[config.mk]
export PLATFORM = sky130hd
export DESIGN_NAME = mux_sel_reg
export DESIGN_NICKNAME = d
export VERILOG_FILES = /design/src/rtl/sap1_pkg.sv /design/src/rtl/mux_guard_timer.sv /design/src/rtl/mux_sel_reg.sv
export SDC_FILE = /design/constraint.sdc
export NUM_CORES = 1
export LEC_CHECK = 0
export ABC_CLOCK_PERIOD_IN_PS = 4200
export CORE_MARGIN = 2
export CORE_UTILIZATION = 35
export CTS_CLUSTER_DIAMETER = 60
export DETAILED_ROUTE_END_ITERATION = 6
export HOLD_SLACK_MARGIN = 0.15
export PLACE_DENSITY = 0.69
export SLEW_MARGIN = 20
export SYNTH_ARGS = -nofsm -noshare
export SYNTH_HDL_FRONTEND = slang
export SYNTH_SLANG_ARGS = --single-unit
[constraint.sdc]
create_clock -name clk -period 4.2 [get_ports clk]
set_input_delay 0.84 -clock clk [delete_from_list [all_inputs] [get_ports clk]]
set_output_delay 0.84 -clock clk [all_outputs]
set_load 0.03 [all_outputs]
[src/rtl/sap1_pkg.sv]
// Shared types and helpers for the SAP-1 bus selector.
// Latency: n/a (declarations only).
// Backpressure: n/a.
package sap1_pkg;

  // Selector FSM: RUN passes data, BREAK holds the bus idle during a switch.
  typedef enum logic {
    RUN   = 1'b0,
    BREAK = 1'b1
  } state_e;

  // Value driven onto the bus while strobed off or switching.
  localparam int OUT_IDLE = 0;

  // Ceiling log2 with a floor of 1 so single-entry ranges still get a bit.
  function automatic int clog2(input int n);
    int r;
    r = 0;
    while ((1 << r) < n) begin
      r = r + 1;
    end
    return (r < 1) ? 1 : r;
  endfunction

endpackage

[src/rtl/mux_guard_timer.sv]
// Up-counter from 0 to MAX-1 with clear, enable and terminal flag.
// Latency: count updates on the edge after en; tc is combinational from the count.
// Backpressure: none; en simply holds the count when low.
module mux_guard_timer
  import sap1_pkg::*;
#(
  parameter int MAX = 1,
  parameter int CW  = clog2(MAX)
) (
  input  logic clk,
  input  logic clr_n,
  input  logic clr,
  input  logic en,
  output logic tc
);

  logic [CW-1:0] cnt_q;
  logic [CW-1:0] cnt_d;

  assign tc = (cnt_q == CW'(MAX - 1));

  // Next count: clear wins, otherwise advance and wrap at the terminal value.
  always_comb begin
    cnt_d = cnt_q;
    if (clr) begin
      cnt_d = '0;
    end else if (en) begin
      cnt_d = tc ? '0 : cnt_q + CW'(1);
    end
  end

  // Count register.
  always_ff @(posedge clk or negedge clr_n) begin
    if (!clr_n) begin
      cnt_q <= '0;
    end else begin
      cnt_q <= cnt_d;
    end
  end

endmodule

[src/rtl/mux_sel_reg.sv]
// Registered N-way bus selector with strobe, break-before-make switching and auto-scan.
// Latency: 1 cycle din->out; a channel switch takes GUARD+1 cycles to new data.
// Backpressure: none; requests during a switch are dropped, illegal ones pulse err.
module mux_sel_reg
  import sap1_pkg::*;
#(
  parameter int WIDTH    = 4,
  parameter int CHANNELS = 2,
  parameter int GUARD    = 1,
  parameter int DWELL    = 8,
  parameter int SW       = clog2(CHANNELS)
) (
  input  logic                      clk,
  input  logic                      clr_n,
  input  logic                      strobe_n,
  input  logic                      scan_en,
  input  logic                      sel_req,
  input  logic [SW-1:0]             sel_in,
  input  logic [CHANNELS*WIDTH-1:0] din,
  output logic [WIDTH-1:0]          out,
  output logic [SW-1:0]             cur_sel,
  output logic                      busy,
  output logic                      err
);

  state_e            state_q,   state_d;
  logic [SW-1:0]     cur_sel_q, cur_sel_d;
  logic [SW-1:0]     pend_q,    pend_d;
  logic [WIDTH-1:0]  out_q,     out_d;
  logic              busy_q,    busy_d;
  logic              err_q,     err_d;

  logic              req_legal;
  logic              req_noop;
  logic              req_switch;
  logic              self_req;
  logic              guard_tc;
  logic              dwell_tc;
  logic              dwell_clr;
  logic              dwell_en;
  logic [SW-1:0]     next_sel;
  logic [WIDTH-1:0]  data_d;

  // Extract channel idx from the packed input bus.
  function automatic logic [WIDTH-1:0] pick(input logic [CHANNELS*WIDTH-1:0] bus,
                                            input logic [SW-1:0] idx);
    logic [WIDTH-1:0] r;
    r = '0;
    for (int k = 0; k < CHANNELS; k++) begin
      if (int'(idx) == k) begin
        r = bus[k*WIDTH +: WIDTH];
      end
    end
    return r;
  endfunction

  // Request decode and scan sequencing terms.
  always_comb begin
    req_legal  = sel_req && (int'(sel_in) < CHANNELS);
    req_noop   = req_legal && (sel_in == cur_sel_q);
    req_switch = req_legal && !req_noop;
    self_req   = scan_en && dwell_tc && !sel_req;
    next_sel   = (int'(cur_sel_q) == CHANNELS - 1) ? '0 : cur_sel_q + SW'(1);
    // Dwell runs only in RUN with scan on; any accepted request restarts it,
    // a rejected request just freezes it for that cycle.
    dwell_en   = (state_q == RUN) && scan_en && !sel_req;
    dwell_clr  = (state_q != RUN) || !scan_en || req_legal || self_req;
  end

  // Guard interval: counts only while the bus is held idle.
  mux_guard_timer #(.MAX(GUARD)) u_guard (
    .clk   (clk),
    .clr_n (clr_n),
    .clr   (state_q != BREAK),
    .en    (state_q == BREAK),
    .tc    (guard_tc)
  );

  // Dwell interval: time spent on a channel before the scan advances.
  mux_guard_timer #(.MAX(DWELL)) u_dwell (
    .clk   (clk),
    .clr_n (clr_n),
    .clr   (dwell_clr),
    .en    (dwell_en),
    .tc    (dwell_tc)
  );

  // Next-state for FSM, selection and output data.
  always_comb begin
    state_d   = state_q;
    cur_sel_d = cur_sel_q;
    pend_d    = pend_q;
    err_d     = 1'b0;
    data_d    = pick(din, cur_sel_q);
    case (state_q)
      RUN: begin
        if (sel_req && !req_legal) begin
          err_d = 1'b1;
        end else if (req_switch) begin
          pend_d  = sel_in;
          state_d = BREAK;
          data_d  = WIDTH'(OUT_IDLE);
        end else if (self_req) begin
          pend_d  = next_sel;
          state_d = BREAK;
          data_d  = WIDTH'(OUT_IDLE);
        end
      end
      BREAK: begin
        data_d = WIDTH'(OUT_IDLE);
        if (guard_tc) begin
          cur_sel_d = pend_q;
          state_d   = RUN;
          data_d    = pick(din, pend_q);
        end
      end
      default: begin
        state_d = RUN;
      end
    endcase
    busy_d = (state_d == BREAK);
    out_d  = strobe_n ? WIDTH'(OUT_IDLE) : data_d;
  end

  // FSM and registered outputs; reset drops any pending selection.
  always_ff @(posedge clk or negedge clr_n) begin
    if (!clr_n) begin
      state_q   <= RUN;
      cur_sel_q <= '0;
      pend_q    <= '0;
      out_q     <= WIDTH'(OUT_IDLE);
      busy_q    <= 1'b0;
      err_q     <= 1'b0;
    end else begin
      state_q   <= state_d;
      cur_sel_q <= cur_sel_d;
      pend_q    <= pend_d;
      out_q     <= out_d;
      busy_q    <= busy_d;
      err_q     <= err_d;
    end
  end

  assign out     = out_q;
  assign cur_sel = cur_sel_q;
  assign busy    = busy_q;
  assign err     = err_q;

endmodule

After elaboration in Yosys (flattened, before gate mapping)
Cells that the tools add are included.
Widths: inputs -> output; s select.
Operators by class
  bitwise logic cells: 2
  add/sub/neg operators: 3
  muxes and demuxes: 19
  equality and inequality tests: 2
  reduce and logical (&&, ||, !) cells: 16
Operators with widths (count)
  $mux 4: 6
  $mux 3: 3
  $mux 1: 8
  $pmux 4 s2: 1
  $logic_and 1x1->1: 6
  $reduce_and 2->1: 2
  $reduce_bool 2->1: 2
  $add 3x1->3 const B: 1
  $eq 3x3->1 const B: 1
  $logic_not 1->1: 3
  $logic_or 1x1->1: 3
  $add 1x1->1 const B: 2
  $not 1->1: 2
  $pmux 1 s2: 1
  $eq 1x1->1: 1
Storage, ports and cells
  input bits: 14
  flip-flop bits (word level): 11
  output and inout bits: 7
  logic and storage cells: 48

Depth between registers and ports, before layout
Gate-level depths: netlist of run 1.
  word-level depth: 7
  depth in mapped cells: 5
  depth with buffers taken out: 5

Hierarchy
Synthesis of run 1 repeated with hierarchy kept, for this count alone.
Second synthesis, totals
  cells, all modules: 57
  area, all modules: 620.6 um^2
Modules (own cells, without submodules)
  mux_sel_reg: area an instance 457.9 um^2, times used 1, seq. area each 175.2 um^2, cells an instance 43
  mux_guard_timer (u_dwell): area an instance 151.4 um^2, times used 1, seq. area each 75.1 um^2, cells an instance 12
  mux_guard_timer (u_guard): area an instance 11.3 um^2, times used 1, seq. area each 0.0 um^2, cells an instance 2

Least setup slack after synthesis of run 1
Ideal clock, no wire load.
  kind: input-to-reg
  start: input port sel_in
  end: register out_q[0] (netlist: out[0])
  slack: 2.653 ns
  data required time: 4.128 ns
  arrival time: 1.475 ns
  path buffers: 0
  stages on the path: 3
  cells stage by stage: xor2_1 > a311o_1 > nor2_1
On the way
  word-level cells in the longest chain between the ends: 7
Ends and longest elaborated chain
  start: declaration: line mux_sel_reg.sv:18  | input logic [SW-1:0] sel_in,
  $eq 1x1->1: line mux_sel_reg.sv:60  | req_noop = req_legal && (sel_in == cur_sel_q);
  $logic_and 1x1->1: line mux_sel_reg.sv:60
  $logic_not 1->1: line mux_sel_reg.sv:61  | req_switch = req_legal && !req_noop;
  $logic_and 1x1->1: line mux_sel_reg.sv:61
  $mux 4: line mux_sel_reg.sv:99  | end else if (req_switch) begin
  $pmux 4 s2: line mux_sel_reg.sv:95  | case (state_q)
  $mux 4: line mux_sel_reg.sv:122  | out_d = strobe_n ? WIDTH'(OUT_IDLE) : data_d;
  named net out_d[0]: line mux_sel_reg.sv:29  | logic [WIDTH-1:0] out_q, out_d;
  end signal: assignment: line mux_sel_reg.sv:131  | out_q <= WIDTH'(OUT_IDLE);
  end signal: assignment: line mux_sel_reg.sv:138  | out_q <= out_d;
  end: declaration: line mux_sel_reg.sv:29
The timed path passes the listed nets, and every way through them passes these cells.
A chain may end at the register's enable or synchronous reset.

Final worst setup path of run 1
  start: register busy_q (netlist: busy)
  end: output port busy
RTL lines
  start: declaration: line mux_sel_reg.sv:30  | logic busy_q, busy_d;
  start signal: assignment: line mux_sel_reg.sv:139  | busy_q <= busy_d;
  end: declaration: line mux_sel_reg.sv:22  | output logic busy,
No word-level cell between the ends.

==> qor.yml, run 1 <==
setup_path:
  cp-endpoint: "busy"
  cp.arrival_ns: 1.45
  worstReg2RegStart: "u_dwell.cnt_q[0]$_DFFE_PN0P_"
  critPathLaunchType: "flip-flop"
  worst-path-buf-inv: 1
  crit_slowest_cell: "clkdlybuf4s50_1"
  crit_chain: "clkdlybuf4s50_1"
  worstRegToRegCells: 5
  cp.depth: 1
  critPathCaptureType: "output pin"
  crit_type: "flip-flop to output pin"
  slowest_delay_ns: 0.72
  reg2reg_slack_ns: 2.66
  path_delay_family: "buffers and inverters"
  crit_required_ns: 3.36
  worstPathMaxFanout: 7
  rr_endpoint: "out[0]$_DFF_PN0_"
  setup.worst_path.start: "busy$_DFF_PN0_"
synth:
  synth_edf_count: 0
  synth_common_cells: "10 x dfrtp_1, 4 x mux2i_1, 4 x nor2_1"
  yosysSeqAreaShare: 0.533
  syn_nets: 55
  avgSynthCellArea_sq_um: 12.0
  synth_cells: 39
  synth_area_leader_cell: "dfrtp_1"
  ys.flop_type: "dfrtp_1"
  yosysMostFrequentCell: "dfrtp_1"
  synth_cell_types: 22
  synth_area_sq_um: 469
  yosys_warnings: 0
  async_flop_share: 1.00
  synth_area_leaders: "dfrtp_1 53%, mux2i_1 8.5%, ha_1 5.3%, nor2_1 3.2%, mux2i_2 2.9%"
  yosys.area.top_type_share: 0.533
  synth_seq_cells: 10
sta:
  period_share: 0.544
  clock_skew_ns: 0.000735
  clock.fmax_mhz: 438
  hold_slack_ns: 0.431
  min_period_ns: 2.29
  hold_viol: 0
  setup_tns_ns: 0
  setup_viol: 0
  slew_violations: 0
  rsz0062_at_grt: "no"
drt:
  drtAntennaViolNets: 0
  first_iter_violations: 3
  avgViaCountPerCell: 4.69
  num_vias: 352
  drcViolationCount: 0
  wirelength_microns: 809
  drt_first_pass_iters: 2
  routedWlPerCell_microns: 10.8
finish:
  syn_to_final_growth_pct: 47.7
  num-fill-cells: 130
  antenna_cells: 0
  multi_input_area_sq_um: 204
  drive_above_1_share: 0.0833
  nets: 78
  ff_latch_area_sq_um: 250
  fin_area_sq_um: 693
global_routing:
  grt_use_total: 0.135
  grt_pass1_vias: 351
  antenna_found_initial: 0
  met3_usage: 0.0163
  grt_use_met1: 0.173
  globalRoute.busiestLayer: "met2"
  grt_max_degree: 11
  grt_use_met2: 0.206
  gr-total-overflow: 0
  grt_pass1_wl_microns: 1400
die:
  ios: 21
  die_w_microns: 40.6
  dieArea_sq_um: 1650
  num_rows: 13
  core_sq_um: 1270
  chipHeight_microns: 40.6
  start_util: 0.370
clock_tree:
  cts.sinks: 10
  h-tree-depth: 1
  cts_buffers: 3
  hold_buffers: 0
  cts_setup_buffers: 0
  clkTransAtPathRegs_ns: 0.06
  cts_root_buffer: "clkbuf_4"
  post_cts_resize_count: 0
  clockBufferDepth: 2
  cts_tree: "built"
  clock_latency_ns: 0.25
worst_hold_path:
  hp-class: "flip-flop to flip-flop"
  hold_depth: 1
placement:
  numPortBuffers: 19
  placed_cell_area_sq_um: 671
  gp_congestion: 0.617
  dpl.hpwl_microns: 665
power_and_ir_drop:
  p_leak_nw: 0.324
  ir_worst_vdd_uv: 210
  power.density_nw_per_um2: 514
outcome:
  status: "finished clean"
flow_run:
  drv_cap: 0
## how the worst min path moves through the flow
| stage | start | to | slack (ns) |
|---|---|---|---|
| global placement | u_dwell.cnt_q[0]$_DFFE_PN0P_ | u_dwell.cnt_q[0]$_DFFE_PN0P_ | 0.43 |
| detailed placement | u_dwell.cnt_q[0]$_DFFE_PN0P_ | u_dwell.cnt_q[0]$_DFFE_PN0P_ | 0.42 |
| CTS | u_dwell.cnt_q[0]$_DFFE_PN0P_ | u_dwell.cnt_q[0]$_DFFE_PN0P_ | 0.43 |
| global route | u_dwell.cnt_q[0]$_DFFE_PN0P_ | u_dwell.cnt_q[0]$_DFFE_PN0P_ | 0.49 |
| floorplan | u_dwell.cnt_q[0]$_DFFE_PN0P_ | u_dwell.cnt_q[0]$_DFFE_PN0P_ | 0.41 |
| finish | u_dwell.cnt_q[0]$_DFFE_PN0P_ | u_dwell.cnt_q[0]$_DFFE_PN0P_ | 0.43 |
## power by group
group | internal (mW) | switching, mW
registers | 0.120 | 0.0211
clock network | 0.0327 | 0.0263
logic | 0.0765 | 0.0798
total | 0.229 | 0.127
## kinds of logic after synthesis
group | after synthesis | share of synthesized area
AND/OR/NAND/NOR | 12 | 0.155
flip-flops | 10 | 0.533
AO/OA/AOI/OAI | 5 | 0.0854
multiplexers | 5 | 0.115
buffers and inverters | 3 | 0.0320
adder cells (fa/ha/maj) | 2 | 0.0533
other | 1 | 0.00799
XOR/XNOR | 1 | 0.0187
## flip-flops by register name, summed over array words and instances (netlist names)
signal and count:
out 4, u_dwell.cnt_q 3, busy 1, cur_sel 1, pend_q 1
## per-stage QoR
step | utilization | total power, mW | setup slack (ns) | cells
floorplan | - | 0.239 | 2.65 | 39
global placement | 0.529 | 0.300 | 2.06 | 72
detailed placement | 0.529 | 0.301 | 1.99 | 72
CTS | 0.546 | 0.362 | 1.90 | 75
global route | 0.546 | 0.380 | 1.86 | 75
finish | 0.546 | 0.356 | 1.91 | 75
## layer usage
metal	up-vias	part of all wire
li1	180	-
met1	156	0.47
met2	16	0.46
met3	0	0.066
met4	0	0
met5	-	0
## layout by cell type (no fill, tap or decap), drive strengths merged
master / Yosys / layout
dfrtp: 10 / 10
mux2i: 5 / 5
xor2: 1 / 1
inv: 2 / 2
nand4bb: 1 / 1
a21boi: 1 / 1
nor4b: 1 / 1
a31o: 1 / 1
conb: 1 / 1
nand3: 1 / 1
nor2: 4 / 4
nor2b: 1 / 1
o31ai: 1 / 1
a31oi: 1 / 1
clkbuf: 0 / 3
ha: 2 / 2
and2: 2 / 2
a311o: 1 / 1
nand2: 1 / 1
nor4bb: 1 / 1
clkdlybuf4s50: 0 / 19
## area by class of cell
class | instances | share of cell area
inverters | 2 | 0.0108
repair buffers | 19 | 0.274
multi-input cells | 26 | 0.294
well taps | 15 | 0.0271
flip-flops and latches | 10 | 0.361
clock buffers | 3 | 0.0325
(Power assumes the default switching activity.)
==> run 2, diff against run 1 <==
- ABC_CLOCK_PERIOD_IN_PS: 4200 -> 2300
- clock period: 4.2 -> 2.3 ns (I/O delays scaled with it)
==> results of run 2 <==
Same layout as run 1 (identical final DEF). Status: finished clean.
Main changes from that run: setup slack after placement 1.99 ns -> 0.468 ns; setup slack after layout 1.91 ns -> 0.395 ns; register-to-register setup slack 2.66 ns -> 0.76 ns; total power 0.356 mW -> 0.650 mW; worst IR drop on VDD 210 uV -> 384 uV
==> run 3, diff against run 2 <==
- ABC_CLOCK_PERIOD_IN_PS: 2300 -> 1900
- clock period: 2.3 -> 1.9 ns (I/O delays scaled with it)
==> run 3 against run 2 <==
  * Clock-buffer cell count did not move
  * Highest routed layer unchanged
  * Largest power group unchanged
  * Utilization rose by 1.2 points
  * Design area rose by 2.2%
  * Largest cell class unchanged
==> qor.yml, run 3 (synthesis results as in run 1) <==
outcome:
  status: "finished clean"
flow_run:
  drv_cap: 0
sta:
  clock_skew_ns: 0.00319
  clock.fmax_mhz: 571
  period_share: 0.922
  min_period_ns: 1.75
  setup_viol: 0
  rsz0062_at_grt: "no"
  setup_tns_ns: 0
  slew_violations: 0
  hold_viol: 0
global_routing:
  grt_use_total: 0.144
  antenna_found_initial: 0
  gr-total-overflow: 0
  grt_max_degree: 11
  grt_pass1_vias: 386
  grt_pass1_wl_microns: 1460
setup_path:
  path_delay_family: "buffers and inverters"
  worst-path-buf-inv: 1
  critPathCaptureType: "output pin"
  critPathLaunchType: "flip-flop"
  crit_chain: "clkdlybuf4s50_1"
  rr_endpoint: "out[3]$_DFF_PN0_"
  reg2reg_slack_ns: 0.37
  setup.worst_path.start: "cur_sel$_DFFE_PN0P_"
  crit_required_ns: 1.52
  crit_slowest_cell: "clkdlybuf4s50_1"
  worstRegToRegCells: 5
  worstReg2RegStart: "u_dwell.cnt_q[0]$_DFFE_PN0P_"
  worstPathMaxFanout: 5
  cp.arrival_ns: 1.37
  slowest_delay_ns: 0.69
  crit_type: "flip-flop to output pin"
power_and_ir_drop:
  ir_worst_vdd_uv: 515
  combPwrFrac: 0.458
  pwr-share-clk: 0.168
  p_sw_uw: 289
  p_sw_frac: 0.359
  p_leak_nw: 0.334
  power.density_nw_per_um2: 1140
  cell_internal_pwr_uw: 516
  power_frac_seq: 0.373
finish:
  largest_reg_flops: 4
  syn_to_final_growth_pct: 50.9
  utilization: 0.558
  layout_common_cells: "19 x clkdlybuf4s50_1, 10 x dfrtp_1, 4 x mux2i_1, 4 x nor2_1, 3 x clkbuf_4"
  antenna_cells: 0
  layout_commonest_cell: "clkdlybuf4s50_1"
  fin_area_sq_um: 708
  nets: 80
  layout.cells.non_filler: 77
  drive_above_1_share: 0.113
drt:
  wirelength_microns: 891
  num_vias: 380
  drcViolationCount: 0
  first_iter_violations: 2
  routedWlPerCell_microns: 11.6
  avgViaCountPerCell: 4.94
  drt_first_pass_iters: 3
  drtAntennaViolNets: 0
die:
  num_rows: 13
  dieArea_sq_um: 1650
  core_sq_um: 1270
  start_util: 0.370
  chipHeight_microns: 40.6
  die_w_microns: 40.6
  ios: 21
placement:
  gp_congestion: 0.625
  dp_cells: 74
  dpl.hpwl_microns: 718
  placed_cell_area_sq_um: 686
  numPortBuffers: 19
clock_tree:
  cts_buffers: 3
  cts_tree: "built"
  h-tree-depth: 1
  cts.sinks: 10
  clkTransAtPathRegs_ns: 0.06
  cts_setup_buffers: 0
  post_cts_resize_count: 0
  clockBufferDepth: 2
  cts_root_buffer: "clkbuf_4"
  clock_latency_ns: 0.25
  hold_buffers: 0
worst_hold_path:
  hp-class: "input port to asynchronous set/reset pin"
-- run 3: cell count changes in the layout (fill, tap and decap cells not counted), sizes merged --
cell  change
buf       +2
-- run 3: area by class of cell --
cell class,count,area (sq um)
Clock buffer,3,22.5
Timing Repair Buffer,21,205
Multi-Input combinational cell,26,204
Inverter,2,7.51
Tap cell,15,18.8
Sequential cell,10,250
Fill cell,120,561
-- run 3: worst max-delay path by stage --
stage | to | slack, ns | depth (start not counted)
after floorplan | out[0]$_DFF_PN0_ | 0.47 | 5
after global placement | u_dwell.cnt_q[0]$_DFFE_PN0P_ | 0.23 | 4
after detailed placement | u_dwell.cnt_q[1]$_DFFE_PN0P_ | 0.19 | 4
after CTS | cur_sel | 0.13 | 1
after global routing | cur_sel | 0.09 | 1
final | cur_sel | 0.15 | 1
-- run 3: power by group through the flow --
stage | Combinational (mW) | Clock (mW) | Sequential, mW
6_report | 0.369 | 0.135 | 0.301
4_1_cts | 0.374 | 0.141 | 0.302
5_1_grt | 0.398 | 0.156 | 0.307
2_1_floorplan | 0.144 | 0 | 0.385
3_3_place_gp | 0.370 | 0 | 0.304
3_5_place_dp | 0.372 | 0 | 0.305
-- run 3: layer usage --
layer | GRT usage | wire length (microns) | vias up
met5 | 0 | 0 | -
li1 | - | - | 182
met1 | 0.166 | 393 | 182
met2 | 0.234 | 456 | 16
met3 | 0.0326 | 41 | 0
met4 | 0.100 | 0 | 0
-- run 3: per-stage QoR --
step	setup WS, ns	hold slack, ns	power, mW
final	0.149	0.434	0.805
after global routing	0.0895	0.455	0.861
after CTS	0.132	0.435	0.818
after detailed placement	0.188	0.426	0.677
after global placement	0.230	0.424	0.674
after floorplan	0.473	0.0844	0.529
